[src/rtl/retire_trace_buffer.sv]
// Retire trace buffer: classifies writeback retire events, queues them in a small FIFO,
// drains them over valid/ready, and sequences halt (stop accepting, drain, then done).
module retire_trace_buffer #(
    parameter int ADDR_W = 16,
    parameter int DATA_W = 16,
    parameter int REG_W  = 3,
    parameter int DEPTH  = 8,
    parameter int CNT_W  = 32
) (
    input  logic              clk,
    input  logic              rst,
    input  logic              ret_valid,
    input  logic [ADDR_W-1:0] ret_pc,
    input  logic              ret_reg_wr,
    input  logic [REG_W-1:0]  ret_reg,
    input  logic [DATA_W-1:0] ret_reg_data,
    input  logic              ret_mem_rd,
    input  logic              ret_mem_wr,
    input  logic [ADDR_W-1:0] ret_mem_addr,
    input  logic [DATA_W-1:0] ret_mem_data,
    input  logic              ret_halt,
    output logic              out_valid,
    input  logic              out_ready,
    output logic [2:0]        out_kind,
    output logic [CNT_W-1:0]  out_inum,
    output logic [ADDR_W-1:0] out_pc,
    output logic [REG_W-1:0]  out_reg,
    output logic [DATA_W-1:0] out_reg_data,
    output logic [ADDR_W-1:0] out_mem_addr,
    output logic [DATA_W-1:0] out_mem_data,
    output logic [CNT_W-1:0]  cycle_count,
    output logic [CNT_W-1:0]  inst_count,
    output logic              overflow,
    output logic              halted,
    output logic              done
);
    localparam int PTR_W = $clog2(DEPTH);

    typedef struct packed {
        logic [2:0]        kind;
        logic [CNT_W-1:0]  inum;
        logic [ADDR_W-1:0] pc;
        logic [REG_W-1:0]  regNum;
        logic [DATA_W-1:0] regData;
        logic [ADDR_W-1:0] memAddr;
        logic [DATA_W-1:0] memData;
    } rec_t;

    typedef enum logic [1:0] {RUN, DRAIN, DONE} state_t;

    state_t           state;
    rec_t             mem [DEPTH];
    logic [PTR_W-1:0] wrPtr, rdPtr;
    logic [PTR_W:0]   count;
    logic             full, empty, accept, push, pop;
    logic [2:0]       kind;
    rec_t             newRec, head;

    always_comb begin
        kind = 3'd0;
        if (ret_halt)                      kind = 3'd5;
        else if (ret_reg_wr && ret_mem_wr) kind = 3'd3;
        else if (ret_reg_wr && ret_mem_rd) kind = 3'd2;
        else if (ret_reg_wr)               kind = 3'd1;
        else if (ret_mem_wr)               kind = 3'd4;
    end

    assign empty  = (count == '0);
    assign full   = (count == (PTR_W+1)'(DEPTH));
    assign accept = ret_valid && (state == RUN);
    assign pop    = !empty && out_ready;
    // A full FIFO can still take a record when the head leaves in the same cycle.
    assign push   = accept && (!full || pop);

    assign newRec = '{kind: kind, inum: inst_count, pc: ret_pc, regNum: ret_reg,
                      regData: ret_reg_data, memAddr: ret_mem_addr, memData: ret_mem_data};

    always_ff @(posedge clk) begin
        if (push) mem[wrPtr] <= newRec;
    end

    assign head         = mem[rdPtr];
    assign out_valid    = !empty;
    assign out_kind     = head.kind;
    assign out_inum     = head.inum;
    assign out_pc       = head.pc;
    assign out_reg      = head.regNum;
    assign out_reg_data = head.regData;
    assign out_mem_addr = head.memAddr;
    assign out_mem_data = head.memData;

    always_ff @(posedge clk) begin
        if (rst) begin
            wrPtr       <= '0;
            rdPtr       <= '0;
            count       <= '0;
            cycle_count <= '0;
            inst_count  <= '0;
            overflow    <= 1'b0;
            halted      <= 1'b0;
            done        <= 1'b0;
            state       <= RUN;
        end else begin
            if (push) wrPtr <= wrPtr + 1'b1;
            if (pop)  rdPtr <= rdPtr + 1'b1;
            case ({push, pop})
                2'b10:   count <= count + 1'b1;
                2'b01:   count <= count - 1'b1;
                default: ;
            endcase
            // Dropped records still consume an instruction number, leaving a visible gap.
            if (accept) begin
                inst_count <= inst_count + 1'b1;
                if (!push) overflow <= 1'b1;
            end
            if (state == RUN) cycle_count <= cycle_count + 1'b1;
            case (state)
                RUN: if (accept && ret_halt) begin
                    state  <= DRAIN;
                    halted <= 1'b1;
                end
                DRAIN: if (empty) begin
                    state <= DONE;
                    done  <= 1'b1;
                end
                default: ;
            endcase
        end
    end
endmodule

[config.mk]
export PLATFORM = sky130hd
export DESIGN_NAME = retire_trace_buffer
export DESIGN_NICKNAME = d
export VERILOG_FILES = /design/src/rtl/retire_trace_buffer.sv
export SDC_FILE = /design/constraint.sdc
export NUM_CORES = 1
export LEC_CHECK = 0
export BUFFER_PORTS_ARGS = -buffer_cell sky130_fd_sc_hd__buf_2
export CAP_MARGIN = 20
export CORE_ASPECT_RATIO = 1.75
export CORE_MARGIN = 2
export CORE_UTILIZATION = 45
export DETAILED_ROUTE_END_ITERATION = 16
export HOLD_SLACK_MARGIN = 0.12
export SLEW_MARGIN = 25
export SYNTH_ARGS = -nofsm -noshare
export SYNTH_HDL_FRONTEND = slang
export SYNTH_SLANG_ARGS = --single-unit
[constraint.sdc]
create_clock -name clk -period 18.7 [get_ports clk]
set_clock_uncertainty 0.1 [all_clocks]
set_input_delay 3.74 -clock clk [delete_from_list [all_inputs] [get_ports clk]]
set_output_delay 3.74 -clock clk [all_outputs]
set_load 0.01 [all_outputs]
==> Word-level counts from Yosys, hierarchy flattened <==
Memories as Yosys holds them, arrays and structs flattened. A register that Yosys moved wholly into a read port is not among the register bits.
Index checks and enable logic that the tools add are counted.
{ "op_classes": {"eq_ne": 6, "div_mod_pow": 0, "add_sub_neg": 6, "mul": 0, "bitwise": 1, "mux": 13, "n_shift": 0, "n_reduce_logical": 17, "magnitude_cmp": 0} }
{ "ops": {"columns": ["operator", "n"], "rows": [
  ["$add A32 B1 Y32 const B", 2],
  ["$mux W3", 7],
  ["$pmux W4 S2", 1],
  ["$add A3 B1 Y3 const B", 2],
  ["$logic_and A1 B1 Y1", 6],
  ["$reduce_and A2 Y1", 3],
  ["$add A4 B1 Y4 const B", 1],
  ["$eq A2 B1 Y1 const B", 2],
  ["$eq A4 B4 Y1 const B", 1],
  ["$logic_not A4 Y1", 1],
  ["$mux W2", 2],
  ["$pmux W2 S2", 1],
  ["$reduce_bool A2 Y1", 2],
  ["$sub A4 B1 Y4 const B", 1],
  ["$reduce_and A3 Y1", 1],
  ["$eq A2 B2 Y1 const B", 1],
  ["$logic_not A1 Y1", 2],
  ["$logic_not A2 Y1", 1],
  ["$mux W1", 2],
  ["$ne A2 B1 Y1 const B", 1],
  ["$ne A2 B2 Y1 const B", 1],
  ["$logic_or A1 B1 Y1", 1],
  ["$not A1 Y1", 1]
]} }
{ "totals": {"latchBits": 0, "register_bits": 79, "elab_cells": 53, "n_memories": 1, "rom_bits": 0, "input_bits": 75, "out_inout_bits": 170, "ramBits": 816} }
{ "memory_table": {"columns": ["memory", "words", "word_bits", "read_ports", "rd_ports_with_merged_regs", "wr", "line_no", "rtl"], "rows": [
  ["mem", 8, 102, 1, 1, 1, "52", "rec_t mem [DEPTH];"]
]} }

==> Longest topological paths before layout <==
Gate-level depths: netlist of the first run.
{ "depth": {"word_depth": 7, "ltp_mapped": 9, "mapped_depth_nobuf": 8} }

==> Least setup slack after synthesis of the first run <==
Ideal clock, no wire load.
{ "synth_path": {"kind": "input port to flip-flop", "startpoint": "in ret_valid", "endpoint": "mem mem[1][0] (netlist bit) (enable)", "stages": 3, "setup_time_ns": 0.849, "required_ns": 17.751, "arrival_ns": 14.732, "path_slack_ns": 3.019, "n_path_buf": 0, "cell_sequence": "nor3b_2 o21ai_0 nor4b_1"} }
{ "synth_between": {"elab_chain_len": 4} }
{ "synth_rtl": {"columns": ["item", "line_no", "rtl"], "rows": [
  ["from (decl)", "12", "input logic ret_valid,"],
  ["$logic_and A1 B1 Y1", "70", "assign accept = ret_valid && (state == RUN);"],
  ["$logic_and A1 B1 Y1", "73", "assign push = accept && (!full || pop);"],
  ["$mux W1", "79", "if (push) mem[wrPtr] <= newRec;"],
  ["$mux W1 (implied by the code)", "79", null],
  ["to (decl)", "52", null]
]} }
Every way passes these cells.

==> results of run 1 <==
## cell families (layout without fill, tap and decap cells)
kind of cell,after synthesis,in the layout,synth area share [%]
buf+inv,100,431,1.19
flops,898,898,76.0
fa+ha+maj,7,7,0.276
other cells,0,3,0
simple gates,205,205,3.29
mux,320,320,17.1
compound gates,90,90,1.56
xor+xnor,23,23,0.585
## Yosys cell counts, types with 5 or more instances
cell type                  count  share of area [%]
sky130_fd_sc_hd__nand3_1      22               0.32
sky130_fd_sc_hd__and4_1        5               0.13
sky130_fd_sc_hd__xor2_1       16               0.41
sky130_fd_sc_hd__o31ai_1      22               0.48
sky130_fd_sc_hd__dfxtp_1      82                4.8
sky130_fd_sc_hd__xnor2_1       7               0.18
sky130_fd_sc_hd__edfxtp_1    816                 71
sky130_fd_sc_hd__nand4_1      14               0.25
sky130_fd_sc_hd__nand2_1      31               0.34
sky130_fd_sc_hd__nor2b_1      14               0.25
sky130_fd_sc_hd__buf_1         9              0.098
sky130_fd_sc_hd__o21ai_0      15               0.22
sky130_fd_sc_hd__a21oi_1      42               0.61
sky130_fd_sc_hd__buf_2        19               0.28
sky130_fd_sc_hd__or4_1        21               0.46
sky130_fd_sc_hd__or3_1        12               0.22
sky130_fd_sc_hd__mux2_2      115                3.8
sky130_fd_sc_hd__ha_1          6               0.22
sky130_fd_sc_hd__nor3_1       15               0.22
sky130_fd_sc_hd__nor4_1        5              0.091
sky130_fd_sc_hd__inv_1        16               0.17
sky130_fd_sc_hd__mux4_2      204                 13
sky130_fd_sc_hd__nor2_1       44               0.48
sky130_fd_sc_hd__clkbuf_1     54               0.59
## state kept, by name, summed over array words and instances, names as in the netlist, named ones only
name,count
mem,816
cycle_count,32
inst_count,32
count,4
rdPtr,3
wrPtr,3
state,2
done,1
halted,1
overflow,1
## worst min path at each step
stage	start	endpoint	slack (ps)	cells past startpoint
finish	overflow$_SDFFE_PP0P_	overflow$_SDFFE_PP0P_	400	2
global route	overflow$_SDFFE_PP0P_	overflow$_SDFFE_PP0P_	420	2
CTS	overflow$_SDFFE_PP0P_	overflow$_SDFFE_PP0P_	400	2
detailed placement	overflow$_SDFFE_PP0P_	overflow$_SDFFE_PP0P_	370	2
global placement	done$_SDFFE_PP0P_	done$_SDFFE_PP0P_	360	2
floorplan	rdPtr[1]$_SDFFE_PP0P_	register	350	2
## tightest hold or removal path: cells and delay by family (launching register included)
family | cells | cell delay [ps]
compound gates | 1 | 40
simple gates | 1 | 80
flops | 1 | 330
## layout by cell type, fill, tap and decap left out, types with 4 or more instances in the layout
cell type / n
sky130_fd_sc_hd__or4_1: 21
sky130_fd_sc_hd__clkinv_2: 10
sky130_fd_sc_hd__a21oi_1: 42
sky130_fd_sc_hd__xor2_1: 16
sky130_fd_sc_hd__inv_1: 16
sky130_fd_sc_hd__clkinvlp_4: 5
sky130_fd_sc_hd__nor3_1: 12
sky130_fd_sc_hd__dfxtp_1: 79
sky130_fd_sc_hd__o31ai_1: 22
sky130_fd_sc_hd__edfxtp_1: 816
sky130_fd_sc_hd__ha_1: 6
sky130_fd_sc_hd__nand3_1: 22
sky130_fd_sc_hd__clkinv_1: 17
sky130_fd_sc_hd__nand2_1: 31
sky130_fd_sc_hd__and3_1: 4
sky130_fd_sc_hd__mux2_2: 115
sky130_fd_sc_hd__buf_4: 19
sky130_fd_sc_hd__nor2_1: 43
sky130_fd_sc_hd__nor2b_1: 14
sky130_fd_sc_hd__nor4_1: 4
sky130_fd_sc_hd__bufinv_16: 4
sky130_fd_sc_hd__xnor2_1: 7
sky130_fd_sc_hd__clkbuf_1: 15
sky130_fd_sc_hd__o21ai_0: 15
sky130_fd_sc_hd__buf_2: 244
sky130_fd_sc_hd__and4_1: 5
sky130_fd_sc_hd__nand4_1: 14
sky130_fd_sc_hd__clkbuf_8: 4
sky130_fd_sc_hd__clkinv_4: 4
sky130_fd_sc_hd__or3_1: 12
sky130_fd_sc_hd__mux4_2: 204
sky130_fd_sc_hd__clkbuf_16: 85
## power by group
| part | internal, uW | switching [uW] | leakage, uW | total (uW) |
|---|---|---|---|---|
| combinational | 397 | 432 | 0.00330 | 829 |
| sequential | 2310 | 58.8 | 0.00833 | 2370 |
| clock | 904 | 699 | 0.00125 | 1600 |
| total | 3610 | 1190 | 0.0129 | 4800 |
## per-layer routing
layer  GRT usage [%]  vias up  wire, um
met4            5.66       10      1520
met1            23.3     8853     29300
li1                -     7322         -
met2            34.1      407     38800
met3            3.99       95      3970
met5               0        -        64
## final cells by class
| class | count | area, um^2 | area share (%) |
|---|---|---|---|
| inverters | 16 | 60.1 | 0.152 |
| repair buffers | 268 | 1450 | 3.67 |
| flip-flops and latches | 898 | 26200 | 66.3 |
| clock buffers | 104 | 2240 | 5.68 |
| multi-input cells | 645 | 7910 | 20.1 |
| well taps | 1020 | 1280 | 3.24 |
| diodes | 3 | 7.51 | 0.0190 |
| clock inverters | 43 | 340 | 0.863 |
## through the flow
step	util, %	setup slack, ps	std cells	hold slack [ps]
after floorplan	-	3020	1643	354
after global placement	48.5	11480	2847	358
after detailed placement	48.5	11430	2847	374
after CTS	51.9	10770	2994	403
after global routing	51.9	10770	2994	421
final	51.9	10990	2997	397
==> results.md, run 1 <==
- Number of H-tree levels: 3
- Kind of end point of the critical path: output port
- Register clock-pin slew on the reported worst setup and hold paths: 60 ps
- Die H: 370 um
- Worst-path fanout max: 56
- Final-stage net count: 1992
- Area growth, synth to finish: 14.6%
- Number of failing setup endpoints in the final timing report: 0
- Starting Density: 45.3%
- TritonCTS clock tree: done
- Gr ovfl total: 0
- Unrepaired setup endpoints after global routing: false
- Max Root-Sink Buffers: 3
- Clock latency on the worst-skew pair: 620 ps
- Post-synthesis cell area: 0.0344 mm^2
- PostCTS Resize Cnt: 0
- Setup slack on the worst flop-to-flop path: 14890 ps
- Setup total negative slack: 0 ps
- Ratio of routed vias to standard cells: 5.57
- Via count of the first global-routing pass: 17993
- Cell family with most CP delay: buffers and inverters
- Outcome: complete, no violations
- Mean Syn Cell Area: 20.9 um^2
- Slew of the pin with the lowest slew margin: 1040 ps
- Global-route wire length before repair: 111 mm
- Buf+Inv Stages, Crit Path: 3
- Peak supply drop: 0.0791 mV
- CTS Root Cell: sky130_fd_sc_hd__clkbuf_16
- Total count of hold-check failures in the final report: 0
- Fraction of the cycle the final worst path needs: 41.2%
- WL final: 73.6 mm
- Cell count after synthesis: 1643
- Number of gates on the worst path with buffers counted: 5
- Final-report max-slew violation count: 0
- Reg-to-Reg End: mem[6][8]$_DFFE_PP_
- Area enclosed by the die boundary: 0.0788 mm^2
- DRT Pass-1 Iters: 5
- CP max stage delay: 780 ps
- Reg2reg start: state[1]$_SDFFE_PP0P_
- Maximum number of pins on one net before global-route repair: 103
- Async SR Flop Fraction: 0%
- Arrival time at the worst endpoint: 3870 ps
- Combined global-route utilization of all metal layers: 19.1%
- Worst slew slack as a fraction of its limit: 30.8%
- Buffers added on ports: 244
- Total number of yosys warnings: 0
- Slowest-stage cell, CP: sky130_fd_sc_hd__dfxtp_4
- Hold crit path type: reg -> reg
- Critical Path Most Common Cell: sky130_fd_sc_hd__buf_4
- Iteration-0 DRC Markers: 1003
- Clock Sink Count: 898
- Share of layout cells above drive strength 1: 36.6%
- Number of nets with antenna violations after detailed routing: 0
- Floorplan Core Area: 0.0760 mm^2
- Worst Path Required: 14860 ps
- Leakage Power: 0.0129 uW
- Die outline width: 213 um
- Number of distinct library cell variants in the gate-level netlist after synthesis: 47
- Power per unit of standard cell area: 122 mW/mm^2
- Synthesized netlist net count: 1725
- Buffers inserted by post-CTS timing repair: 0
- Area of all placed cells without fillers: 0.0394 mm^2
- Residual DRC: 0
- Avg WL per Cell: 24.6 um
- Sequential fraction of the synthesis area: 76.0%
- Max-capacitance violation count: 0
- Critical path type: reg -> out
- Final-layout fill cell count: 6023
- Total power after layout: 4800 uW
- Routability Congestion: 0.771
- Area post-placement: 0.0368 mm^2
- Post-synth EDFFs: 816
- Total clock buffers created by CTS: 81
- Row Count: 134
- Peak Freq: 0.130 GHz
- FF-to-FF path depth: 6
- Critical Path End: out_inum[6]
- Number of I/O pins: 245
- Post-cts hold buffer count: 0
- Nature of the critical path startpoint: register
- Total via count in the routed design: 16687
- Synthesis-stage register bit count: 898
- CP cell instances: buf_4, buf_4, mux4_2, mux2_2, buf_2
- Final worst path period need: 7710 ps
- Top FF cell, synth: sky130_fd_sc_hd__edfxtp_1
- Antenna violations before repair: 11
- Placed wire-length estimate: 40.6 mm
(Power assumes the default switching activity.)
==> run 2: changes to the inputs <==
- clock period: 18.7 -> 6.2 ns (I/O delays scaled with it)
==> results.md, run 2 (synthesized netlist as in run 1, its figures left out) <==
- Internal power summed over all cells: 11200 uW (was 3610 uW)
- Area enclosed by the die boundary: 0.0788 mm^2 (unchanged)
- Final-stage net count: 1992 (unchanged)
- Gr ovfl total: 0 (unchanged)
- Number of nets with antenna violations after detailed routing: 0 (unchanged)
- Routability Congestion: 0.720 (was 0.771)
- Peak supply drop: 0.245 mV (was 0.0791 mV)
- Total via count in the routed design: 16897 (was 16687)
- Number of I/O pins: 245 (unchanged)
- Number of H-tree levels: 3 (unchanged)
- Die outline width: 213 um (unchanged)
- Max-capacitance violation count: 0 (unchanged)
- Largest registers: mem x816, cycle_count x32, inst_count x32 (unchanged)
- Met1 wire length: 30.0 mm (was 29.3 mm)
- WL final: 73.4 mm (was 73.6 mm)
- Net load switching power: 3640 uW (was 1190 uW)
- Worst Path Required: 4860 ps (was 14860 ps)
- Buf+Inv Stages, Crit Path: 2 (was 3)
- Reg with most FFs: mem (unchanged)
- Leakage Power: 0.0130 uW (was 0.0129 uW)
- Area growth, synth to finish: 15.5% (was 14.6%)
- Worst slew slack as a fraction of its limit: 30.3% (was 30.8%)
- Clock Sink Count: 898 (unchanged)
- Leading cell types in the layout, fill and taps excluded: 816 x sky130_fd_sc_hd__edfxtp_1, 244 x sky130_fd_sc_hd__buf_2, 204 x sky130_fd_sc_hd__mux4_2 (unchanged)
- CP cell instances: buf_4, mux4_2, mux2_2, buf_2 (was buf_4, buf_4, mux4_2, mux2_2, buf_2)
- Arrival time at the worst endpoint: 2890 ps (was 3870 ps)
- Worst-path fanout max: 26 (was 56)
- Residual DRC: 0 (unchanged)
- Clock latency on the worst-skew pair: 640 ps (was 620 ps)
- Switching portion of total power: 24.6% (was 24.8%)
- Outcome: complete, no violations (unchanged)
- Total count of hold-check failures in the final report: 0 (unchanged)
- Final worst path period need: 4230 ps
- Unrepaired setup endpoints after global routing: false (unchanged)
- Number of failing setup endpoints in the final timing report: 0 (unchanged)
- Antenna violations before repair: 11 (unchanged)
- Power per unit of standard cell area: 373 mW/mm^2 (was 122 mW/mm^2)
- Total power after layout: 14800 uW (was 4800 uW)
- Floorplan Core Area: 0.0760 mm^2 (unchanged)
- CP max stage delay: 670 ps (was 780 ps)
- Combined global-route utilization of all metal layers: 18.9% (was 19.1%)
- Peak Freq: 0.237 GHz
- Largest register FFs: 816 (unchanged)
- Ratio of routed vias to standard cells: 5.64 (was 5.57)
- Share of layout cells above drive strength 1: 36.9% (was 36.6%)
- Critical path type: reg -> out (unchanged)
- Placed wire-length estimate: 38.7 mm (was 40.6 mm)
- Post-cts hold buffer count: 0 (unchanged)
- Max Root-Sink Buffers: 3 (unchanged)
- Total clock buffers created by CTS: 82 (was 81)
- Buffers inserted by post-CTS timing repair: 0 (unchanged)
- Cell family with most CP delay: multiplexers (was buffers and inverters)
- PostCTS Resize Cnt: 0 (unchanged)
- Die H: 370 um (unchanged)
- Leading cell type in the layout, fill and taps excluded: sky130_fd_sc_hd__edfxtp_1 (unchanged)
- Post-route worst hold slack: 393 ps (was 397 ps)
- Relative contribution of combinational cells to total power: 17.1% (was 17.3%)
- Buffers added on ports: 244 (unchanged)
- Iteration-0 DRC Markers: 1174 (was 1003)
- Final-report max-slew violation count: 0 (unchanged)
- TritonCTS clock tree: done (unchanged)
- Slew of the pin with the lowest slew margin: 1030 ps (was 1040 ps)
- Kind of end point of the critical path: output port (unchanged)
- DRT Pass-1 Iters: 5 (unchanged)
- Fraction of the cycle the final worst path needs: 68.2%
- Routed length on met3: 3.87 mm (was 3.97 mm)
- Row Count: 134 (unchanged)
- Global-route wire length before repair: 110 mm (was 111 mm)
- Wire length on met2: 37.9 mm (was 38.8 mm)
- Hold crit path type: reg -> reg (unchanged)
- Share of power burned in the clock network: 34.7% (was 33.4%)
- CTS Root Cell: sky130_fd_sc_hd__clkbuf_16 (unchanged)
- Part of the power in registers: 48.1% (was 49.3%)
- Starting Density: 45.3% (unchanged)
- Avg WL per Cell: 24.5 um (was 24.6 um)
- Slowest-stage cell, CP: sky130_fd_sc_hd__dfxtp_4 (unchanged)
- Via count of the first global-routing pass: 18021 (was 17993)
- Register clock-pin slew on the reported worst setup and hold paths: 70 ps (was 60 ps)
- Nature of the critical path startpoint: register (unchanged)
- Top routing layer used: met5 (unchanged)
- Maximum number of pins on one net before global-route repair: 103 (unchanged)
run 2: power groups by stage:
stage	sequential [uW]	clock (uW)	combinational, uW
after floorplan	7220	0	1760
after global placement	7250	0	2590
after detailed placement	7270	0	2620
after CTS	7140	5310	2630
after global routing	7170	5510	2760
final	7130	5150	2540
run 2: cell type report:
class	instances	area [um^2]
inverter	16	60.1
antenna	1	2.50
clock buffer	108	2340
multi-input combinational	645	7960
timing repair buffer	267	1540
clock inverter	42	434
sequential	898	26200
fill	5987	36200
tap	1020	1280
run 2: per-layer routing:
metal  global-route usage, %  vias up
met5                       0        -
li1                        -     7318
met2                    32.9      415
met1                    23.8     9038
met4                    5.59       16
met3                    4.11      110
run 2: path summary, 6_finish.rpt:
kind | start | endpoint | slack [ps] | cells after the start
max | register | out_reg_data[8] | 1970 | 4
min | halted$_SDFFE_PP0P_ | halted$_SDFFE_PP0P_ | 390 | 2
max reg2reg | state[1]$_SDFFE_PP0P_ | mem[5][101]$_DFFE_PP_ | 3210 | 5
min reg2reg | halted$_SDFFE_PP0P_ | halted$_SDFFE_PP0P_ | 390 | 2
run 2: stage by stage:
stage	util [%]	cell area [um^2]	setup TNS [ps]	std cells	setup slack [ps]
floorplan	-	34500	-411230	1643	-1910
global placement	48.7	37000	0	2846	2350
detailed placement	48.7	37000	0	2846	2320
CTS	52.4	39800	0	2996	1830
global route	52.4	39800	0	2997	1740
finish	52.4	39800	0	2997	1970
run 2: tightest hold or removal path: cells and delay by family (launching register included):
family,cells,cell delay [ps]
and+or+nand+nor,1,70
AOI/OAI and AO/OA,1,50
DFF,1,340
